[config.mk]
export PLATFORM = sky130hd
export DESIGN_NAME = mmio_port_responder
export DESIGN_NICKNAME = d
export VERILOG_FILES = /design/src/rtl/mmio_port_responder.sv
export SDC_FILE = /design/constraint.sdc
export NUM_CORES = 1
export LEC_CHECK = 0
export ABC_AREA = 1
export CAP_MARGIN = 20
export CORE_MARGIN = 5
export CORE_UTILIZATION = 35
export CTS_CLUSTER_SIZE = 12
export DETAILED_ROUTE_END_ITERATION = 10
export DONT_BUFFER_PORTS = 1
export GPL_ROUTABILITY_DRIVEN = 0
export PLACE_DENSITY = 0.61
export SYNTH_ARGS = -nofsm -noshare
export SYNTH_HDL_FRONTEND = slang
export SYNTH_SLANG_ARGS = --single-unit
export TNS_END_PERCENT = 5
[constraint.sdc]
create_clock -name clk -period 2.9 [get_ports clk]
set_input_delay 0.29 -clock clk [delete_from_list [all_inputs] [get_ports clk]]
set_output_delay 0.29 -clock clk [all_outputs]
set_load 0.1 [all_outputs]
[src/rtl/mmio_port_responder.sv]
// Memory-mapped responder: a 16-byte window exposing a valid/ready output port and a
// synchronized, change-detecting input port. Define PORT_IRQ_EN to enable the Irq output.
module mmio_port_responder #(
  parameter logic [31:0] PORT_BASE = 32'hEFFF_FFF0,
  parameter int unsigned IN_WIDTH  = 8,
  parameter int unsigned OUT_WIDTH = 32
) (
  input  logic                 clk,
  input  logic                 reset,
  input  logic [31:0]          Address,
  input  logic [31:0]          WriteData,
  input  logic                 MemWrite,
  input  logic                 MemRead,
  output logic [31:0]          ReadData,
  output logic                 Hit,
  input  logic [IN_WIDTH-1:0]  PortIn,
  output logic [OUT_WIDTH-1:0] PortOut,
  output logic                 OutValid,
  input  logic                 OutReady,
  output logic                 Irq
);

  typedef enum logic [1:0] {
    REG_OUT_DATA = 2'd0,
    REG_IN_DATA  = 2'd1,
    REG_STATUS   = 2'd2,
    REG_CTRL     = 2'd3
  } reg_sel_t;

  reg_sel_t             sel;
  logic                 bus_wr;
  logic                 out_wr;
  logic                 ctrl_wr;
  logic [IN_WIDTH-1:0]  sync1;
  logic [IN_WIDTH-1:0]  sync2;
  logic [IN_WIDTH-1:0]  in_prev;
  logic                 in_changed;
  logic                 irq_en;
  logic [31:0]          out_ext;
  logic [31:0]          in_ext;
  logic [31:0]          status;
  logic                 unused_bits;

  assign Hit     = (Address[31:4] == PORT_BASE[31:4]);
  assign sel     = reg_sel_t'(Address[3:2]);
  assign bus_wr  = MemWrite && Hit;
  assign out_wr  = bus_wr && (sel == REG_OUT_DATA);
  assign ctrl_wr = bus_wr && (sel == REG_CTRL);

  assign unused_bits = ^{Address[1:0], WriteData};

  // Output port: a new store always wins over a same-edge accept.
  always_ff @(posedge clk or posedge reset) begin
    if (reset) begin
      PortOut  <= '0;
      OutValid <= 1'b0;
    end else if (out_wr) begin
      PortOut  <= WriteData[OUT_WIDTH-1:0];
      OutValid <= 1'b1;
    end else if (OutValid && OutReady) begin
      OutValid <= 1'b0;
    end
  end

  // Input path: 2-flop synchronizer, then sticky change flag where set beats clear.
  always_ff @(posedge clk or posedge reset) begin
    if (reset) begin
      sync1      <= '0;
      sync2      <= '0;
      in_prev    <= '0;
      in_changed <= 1'b0;
    end else begin
      sync1   <= PortIn;
      sync2   <= sync1;
      in_prev <= sync2;
      if (sync2 != in_prev)
        in_changed <= 1'b1;
      else if (ctrl_wr && WriteData[1])
        in_changed <= 1'b0;
    end
  end

`ifdef PORT_IRQ_EN
  always_ff @(posedge clk or posedge reset) begin
    if (reset)
      irq_en <= 1'b0;
    else if (ctrl_wr)
      irq_en <= WriteData[2];
  end

  assign Irq = in_changed & irq_en;
`else
  assign irq_en = 1'b0;
  assign Irq    = 1'b0;
`endif

  always_comb begin
    out_ext                = '0;
    out_ext[OUT_WIDTH-1:0] = PortOut;
    in_ext                 = '0;
    in_ext[IN_WIDTH-1:0]   = sync2;
    status                 = {29'd0, irq_en, in_changed, OutValid};
  end

  always_comb begin
    ReadData = '0;
    if (MemRead && Hit) begin
      case (sel)
        REG_OUT_DATA: ReadData = out_ext;
        REG_IN_DATA:  ReadData = in_ext;
        REG_STATUS:   ReadData = status;
        REG_CTRL:     ReadData = status;
        default:      ReadData = '0;
      endcase
    end
  end

endmodule

==> results of run 1 <==
==> logic make-up after synthesis <==
kind of cell / count (synthesis)
buffers and inverters: 33
DFF: 58
and+or+nand+nor: 246
xor gates and xnor gates: 6
other: 1
AOI/OAI and AO/OA: 6
==> power breakdown <==
group	total (W)	internal [W]	switching (W)
sequential	0.000835	0.000826	0.00000909
clock	0.000900	0.000588	0.000312
combinational	0.0000876	0.0000294	0.0000582
==> metal layers <==
layer | global-route usage (%) | vias up
li1 | - | 1225
met1 | 19.1 | 1166
met2 | 28.2 | 98
met3 | 5.00 | 6
met4 | 6.20 | 0
met5 | 0 | -
==> cell usage in the layout, fill, tap and decap left out <==
| cell | synthesis | final |
|---|---|---|
| clkinvlp_4 | 0 | 1 |
| conb_1 | 1 | 1 |
| buf_4 | 3 | 37 |
| a21oi_1 | 1 | 1 |
| nand2_1 | 139 | 138 |
| dfrtp_1 | 58 | 58 |
| buf_12 | 0 | 33 |
| inv_2 | 0 | 1 |
| a221oi_1 | 1 | 1 |
| nor2_1 | 56 | 23 |
| nor3_1 | 1 | 1 |
| nand3_1 | 37 | 37 |
| nand2_2 | 1 | 2 |
| inv_1 | 15 | 14 |
| nor2_2 | 2 | 34 |
| and2_1 | 1 | 1 |
| nor2_4 | 1 | 2 |
| nand4_2 | 1 | 1 |
| dlygate4sd3_1 | 0 | 8 |
| o21ai_0 | 4 | 4 |
| clkbuf_8 | 0 | 10 |
| or2_2 | 1 | 1 |
| and3_1 | 1 | 1 |
| xnor2_1 | 6 | 6 |
| nand4_1 | 5 | 5 |
| clkinv_2 | 0 | 1 |
| bufinv_16 | 0 | 3 |
==> sequential cells by signal (all words and copies together) (netlist names) <==
| register | flops |
|---|---|
| OutValid | 1 |
| PortOut | 32 |
| in_prev | 8 |
| sync1 | 8 |
| sync2 | 8 |
| in_changed | 1 |
==> cell type report <==
cell class	instances	share of cell area, %
repair buffers	78	24.9
inverters	15	1.38
flip-flops and latches	58	35.5
clock inverters	5	2.51
clock buffers	10	3.37
well taps	102	3.12
multi-input cells	259	29.2
==> repair_timing <==
action                                 in CTS  in global routing
hold buffers                                8                  0
gates resized for setup                     0                  0
endpoints found under the hold margin       8                  0
==> metrics by stage <==
| stage | util (%) | power, W | TNS [ns] |
|---|---|---|---|
| final | 53.5 | 0.00182 | 0 |
| after global placement | 49.3 | 0.000927 | 0 |
| after detailed placement | 49.3 | 0.000931 | 0 |
| after floorplan | - | 0.000915 | -2.00 |
| after global routing | 53.5 | 0.00190 | 0 |
| after CTS | 53.5 | 0.00185 | 0 |
==> worst paths after layout <==
kind                                    start                       to  slack (ns)
min in group clk                     OutReady     OutValid$_DFFE_PP0P_        0.06
max in group asynchronous               reset       sync1[3]$_DFF_PP0_        2.12
setup reg to reg           sync2[7]$_DFF_PP0_   in_changed$_DFFE_PP0P_        1.88
hold / removal                          reset  PortOut[30]$_DFFE_PP0P_        0.01
hold reg to reg            sync1[1]$_DFF_PP0_       sync2[1]$_DFF_PP0_        0.34
setup / recovery                   Address[3]              ReadData[2]        0.97
==> results.py, run 1 <==
metrics = {
    "run_status": {
        "status": "finished clean",
    },
    "yosys": {
        "synth-compound-area-share_pct": 1.24,
        "postSynthAreaPerCell_um2": 7.80,
        "synthAdderAreaFrac_pct": 0,
        "synth_most_common_cell": "nand2_1",
        "synth_top_cell_area_share_pct": 53.2,
        "synth_xor_area_share_pct": 1.93,
        "synth_area_leader_cell": "dfrtp_1",
        "synth-edff-count": 0,
        "async_flop_share_pct": 100,
        "seq_area_frac_synth_pct": 53.2,
        "yosys.area_share.simple_pct": 37.2,
        "synth_top_family_by_area": "simple AND/OR/NAND/NOR gates",
        "synth.area.top_cells": "dfrtp_1 53%, nand2_1 19%, nor2_1 7.7%",
        "ys_types": 22,
        "ys_ff_latch": 58,
        "ys.flop_type": "dfrtp_1",
        "synth_commonest_cells": "139 x nand2_1, 58 x dfrtp_1, 56 x nor2_1",
        "yosys_warnings": 0,
        "synthCells": 350,
        "synth_area_um2": 2730,
        "syn_nets": 427,
        "synthMuxAreaShare_pct": 0,
    },
    "finish": {
        "multi_input_area_um2": 1190,
        "nNetsFinal": 498,
        "drive_gt1_share_pct": 29.6,
        "layout.cells.non_filler": 527,
        "regArea_um2": 1450,
        "antenna_cells": 0,
        "finalInstanceArea_um2": 4090,
        "n_fill_cell": 710,
        "synthToLayoutAreaGrowth_pct": 49.8,
    },
    "global_route": {
        "grt_max_degree": 42,
        "grt_overflow": 0,
        "antenna_found_initial": 0,
        "grt_first_pass_wirelength_mm": 12.6,
        "track_usage_pct": 16.4,
        "grt_pass1_vias": 2497,
    },
    "route": {
        "drc": 0,
        "routed_wl_mm": 7.95,
        "routed_via_density": 4.73,
        "met1_length_mm": 3.07,
        "first_iter_violations": 153,
        "wl_met2_mm": 4.14,
        "wl_per_cell_um": 15.1,
        "top_layer": "met4",
        "wl_met3_um": 650,
        "dr.pass1.iters": 4,
        "via_count": 2495,
        "postRouteAntennaNets": 0,
    },
    "timing": {
        "fmax_mhz": 517,
        "setup_slack_ns": 0.965,
        "fin_crit_sh_pct": 66.7,
        "hold_viol": 0,
        "maxSlewHeadroom_pct": 43.5,
        "rsz0062_at_grt": "false",
        "setup_viol": 0,
        "worst_pin_slew_ns": 0.847,
        "maxSlewViolCount": 0,
        "fin_worst_skew_ns": 0.00485,
        "final.min_clock_period_ns": 1.93,
        "holdWs_ns": 0.0144,
    },
    "clock_network": {
        "cts_buffers": 9,
        "clkLatencyLatePin_ns": 0.32,
        "cts_sinks": 58,
        "clock_path_buffers": 2,
        "post-cts-setup-buffers": 0,
        "cts.reportedPaths.clkPinSlew_ns": 0.06,
        "cts_root_buffer": "clkbuf_8",
        "htreeDepth": 3,
        "cts_tree": "yes",
    },
    "critical_path": {
        "worstPathCellList": "nor2_4 > buf_12 > nand2_1 > nand2_1 > inv_1 > nor2_2 > buf_12",
        "critPathArrivalTime_ns": 1.64,
        "end_kind": "primary output",
        "cp_top_family": "simple AND/OR/NAND/NOR gates",
        "slowest_stage": "nor2_4",
        "path_buf_inv": 3,
        "start_kind": "input port",
        "crit_cells": 7,
        "path_class": "in -> out",
        "r2r_cells": 5,
        "cp_slowest_stage_delay_ns": 0.52,
        "worst_ep_required_time_ns": 2.61,
        "path_max_fanout": 37,
    },
    "die": {
        "die_w_um": 98.3,
        "rows": 32,
        "io_pins": 144,
        "start_util_pct": 35.7,
        "core-area_um2": 7650,
        "die_h_um": 98.3,
        "dieArea_um2": 9660,
    },
    "placement": {
        "dp_cells": 504,
        "dp_hpwl_mm": 5.92,
        "pre_cts_ws_ns": 0.989,
        "placed_cell_area_um2": 3770,
        "port_buffers": 0,
    },
    "pwr": {
        "vdd_drop_max_mv": 0.400,
        "power_leakage_nw": 1.89,
        "power_density_nw_per_um2": 446,
    },
    "job": {
        "cap_viol_max_count": 0,
    },
    "min_path": {
        "hold_path.class": "in -> async",
    },
}
Power figures use the tool's default switching activity.
==> inputs of run 2 (changes only) <==
--- a/config.mk
+++ b/config.mk
@@ -5,7 +5,7 @@
 export SDC_FILE = /design/constraint.sdc
 export NUM_CORES = 1
 export LEC_CHECK = 0
-export ABC_AREA = 1
+export ABC_AREA = 0
 export CAP_MARGIN = 20
 export CORE_MARGIN = 5
 export CORE_UTILIZATION = 35
@@ -13,7 +13,7 @@
 export DETAILED_ROUTE_END_ITERATION = 10
 export DONT_BUFFER_PORTS = 1
 export GPL_ROUTABILITY_DRIVEN = 0
-export PLACE_DENSITY = 0.61
+export PLACE_DENSITY = 0.63
 export SYNTH_ARGS = -nofsm -noshare
 export SYNTH_HDL_FRONTEND = slang
 export SYNTH_SLANG_ARGS = --single-unit
==> constraint.sdc (replaced) <==
create_clock -name clk -period 1.6 [get_ports clk]
set_input_delay 0.16 -clock clk [delete_from_list [all_inputs] [get_ports clk]]
set_output_delay 0.16 -clock clk [all_outputs]
set_load 0.1 [all_outputs]
==> run 2 against run 1 <==
  * Area after synthesis shrank 7.6%
  * Flip-flop and latch count is the same
  * Non-clock buffer count grew 38
  * Sequential share of layout area shrank 1.6 points
  * Critical path depth shrank 1
  * Setup slack lost 0.96 ns
  * Worst hold slack gained 0.037 ns
  * Core utilization grew 6.6 points
  * Clock-buffer cell count grew 1
  * Global-route usage is essentially flat
  * Via count shrank 26%
  * Final cell count shrank 25%
  * Largest cell class unchanged
  * Largest power group is now registers
==> results.py, run 2 <==
metrics = {
    "run_status": {
        "status": "finished clean",
    },
    "critical_path": {
        "worst_ep_required_time_ns": 1.44,
        "cp_top_family": "simple AND/OR/NAND/NOR gates",
        "path_buf_inv": 2,
        "start_kind": "input port",
        "cpMostUsedCell": "buf_12",
        "critPathArrivalTime_ns": 1.44,
        "r2r_cells": 3,
        "worstPathCellList": "nand4_1 > nor4_4 > and3_4 > buf_12 > and3_2 > buf_12",
        "slowest_stage": "nor4_4",
        "cp_slowest_stage_delay_ns": 0.32,
        "end_kind": "primary output",
        "path_max_fanout": 26,
        "r2r_start": "sync2[1]$_DFF_PP0_",
        "r2r_end": "in_changed$_DFFE_PP0P_",
        "r2r_slack_ns": 0.47,
        "path_class": "in -> out",
    },
    "pwr": {
        "power_frac_seq_pct": 52.8,
        "vdd_drop_max_mv": 0.489,
        "p_int_w": 0.00220,
        "clockPowerShare_pct": 40.6,
        "switching_share_pct": 23.4,
        "power_w": 0.00287,
        "power_leakage_nw": 2.08,
        "comb_power_share_pct": 6.6,
        "p_sw_w": 0.000673,
        "power_density_nw_per_um2": 670,
    },
    "clock_network": {
        "cts_buffers": 9,
        "cts_root_buffer": "clkbuf_8",
        "clkLatencyLatePin_ns": 0.33,
        "clock_path_buffers": 2,
        "cts_sinks": 58,
        "cts.reportedPaths.clkPinSlew_ns": 0.06,
        "post-cts-setup-buffers": 0,
        "htreeDepth": 3,
        "cts_tree": "yes",
    },
    "timing": {
        "holdWs_ns": 0.0512,
        "fmax_mhz": 627,
        "fin_worst_skew_ns": 0.00154,
        "rsz0062_at_grt": "true",
        "hold_viol": 0,
        "setup_viol": 0,
        "fin_crit_sh_pct": 99.7,
        "final.min_clock_period_ns": 1.60,
        "fin_tns_setup_ns": 0,
        "maxSlewViolCount": 0,
    },
    "yosys": {
        "synth_area_leader_cell": "dfrtp_1",
        "seq_area_frac_synth_pct": 57.6,
        "synth.area.top_cells": "dfrtp_1 58%, mux2_4 17%, and3_1 6.2%",
        "synth_top_cell_area_share_pct": 57.6,
        "synth_commonest_cells": "58 x dfrtp_1, 29 x mux2_4, 25 x and3_1",
        "synth_area_um2": 2520,
        "synth_most_common_cell": "dfrtp_1",
        "ys.flop_type": "dfrtp_1",
        "synthCells": 175,
        "yosys_warnings": 0,
        "ys_types": 25,
        "synth-edff-count": 0,
        "syn_nets": 252,
        "postSynthAreaPerCell_um2": 14.4,
        "ys_ff_latch": 58,
        "async_flop_share_pct": 100,
    },
    "min_path": {
        "worstHoldPathCells": 2,
        "hold_path_startpoint": "MemWrite",
        "hold_end": "in_changed$_DFFE_PP0P_",
        "hold_path.class": "in -> reg",
    },
    "global_route": {
        "grt_overflow": 0,
        "grt_pass1_vias": 2213,
        "track_usage_pct": 16.3,
        "antenna_found_initial": 0,
        "grt_max_degree": 59,
        "grt_first_pass_wirelength_mm": 10.8,
    },
    "die": {
        "rows": 31,
        "io_pins": 144,
        "start_util_pct": 35.3,
        "die_h_um": 94.9,
        "core-area_um2": 7140,
        "dieArea_um2": 9000,
        "die_w_um": 94.9,
    },
    "route": {
        "postRouteAntennaNets": 0,
        "first_iter_violations": 34,
        "routed_via_density": 4.68,
        "wl_per_cell_um": 18.1,
        "drc": 0,
        "via_count": 1853,
        "dr.pass1.iters": 3,
        "routed_wl_mm": 7.15,
    },
    "finish": {
        "layout_commonest_cell": "dfrtp_1",
        "largest_reg_flops": 32,
        "mostFrequentLayoutCells": "58 x dfrtp_1, 42 x dlygate4sd3_1, 37 x buf_12",
        "multi_input_area_um2": 1090,
        "n_fill_cell": 580,
        "regMostFlops": "PortOut",
        "regArea_um2": 1450,
        "layout.cells.non_filler": 396,
        "drive_gt1_share_pct": 52.9,
        "utilization_pct": 60.0,
        "nNetsFinal": 369,
        "synthToLayoutAreaGrowth_pct": 69.9,
        "antenna_cells": 0,
    },
    "placement": {
        "dp_hpwl_mm": 5.06,
        "dp_cells": 338,
        "port_buffers": 0,
    },
    "job": {
        "cap_viol_max_count": 0,
    },
}
[run 2: how the worst max path moves through the flow]
stage	startpoint	to	slack, ns	cells after the start
finish	Address[14]	ReadData[20]	0.005	6
global route	Address[14]	ReadData[31]	-0.09	6
CTS	Address[5]	ReadData[16]	-0.007	6
detailed placement	Address[5]	ReadData[16]	0.01	6
global placement	Address[5]	ReadData[5]	0.02	7
floorplan	Address[5]	ReadData[2]	-0.49	4
[run 2: layout make-up]
type	count	share of cell area [%]
timing repair buffer	116	33.7
inverter	2	0.175
sequential	58	33.9
multi-input combinational	105	25.4
clock buffer	11	3.30
clock inverter	5	0.701
tap	99	2.89
[run 2: cells by family after synthesis]
kind of cell    share of synthesized area, %
buf+inv                                 3.13
other cells                            0.149
mux                                     21.8
compound gates                         0.943
xor+xnor                                2.78
simple gates                            13.6
flops                                   57.6
[run 2: stage by stage]
stage / worst slack (ns) / cell area, um2
3_3_place_gp: 0.0186 / 3660
2_1_floorplan: -0.487 / 2590
3_5_place_dp: 0.0119 / 3660
5_1_grt: -0.0852 / 4280
4_1_cts: -0.00714 / 4260
6_report: 0.00488 / 4280
[run 2: routing by layer]
metal | GRT usage [%] | vias to the layer above | routed length, um
met5 | 0 | - | 0
met1 | 16.6 | 901 | 2590
met2 | 30.2 | 93 | 3870
met3 | 4.94 | 9 | 603
met4 | 7.57 | 0 | 86
li1 | - | 850 | -
[run 2: power groups by stage]
stage / sequential [W] / clock [W] / combinational, W
after CTS: 0.00151 / 0.00122 / 0.000191
after global placement: 0.00154 / 0 / 0.000103
after floorplan: 0.00154 / 0 / 0.0000865
final: 0.00151 / 0.00117 / 0.000189
after detailed placement: 0.00154 / 0 / 0.000106
after global routing: 0.00152 / 0.00128 / 0.000206
[run 2: what timing repair did]
item / 4_1_cts / 5_1_grt
setup endpoints to repair: 8 / 32
pin swaps: 0 / 3
resized for setup: 2 / 6
hold buffers: 42 / 0
hold endpoints to repair: 99 / 0
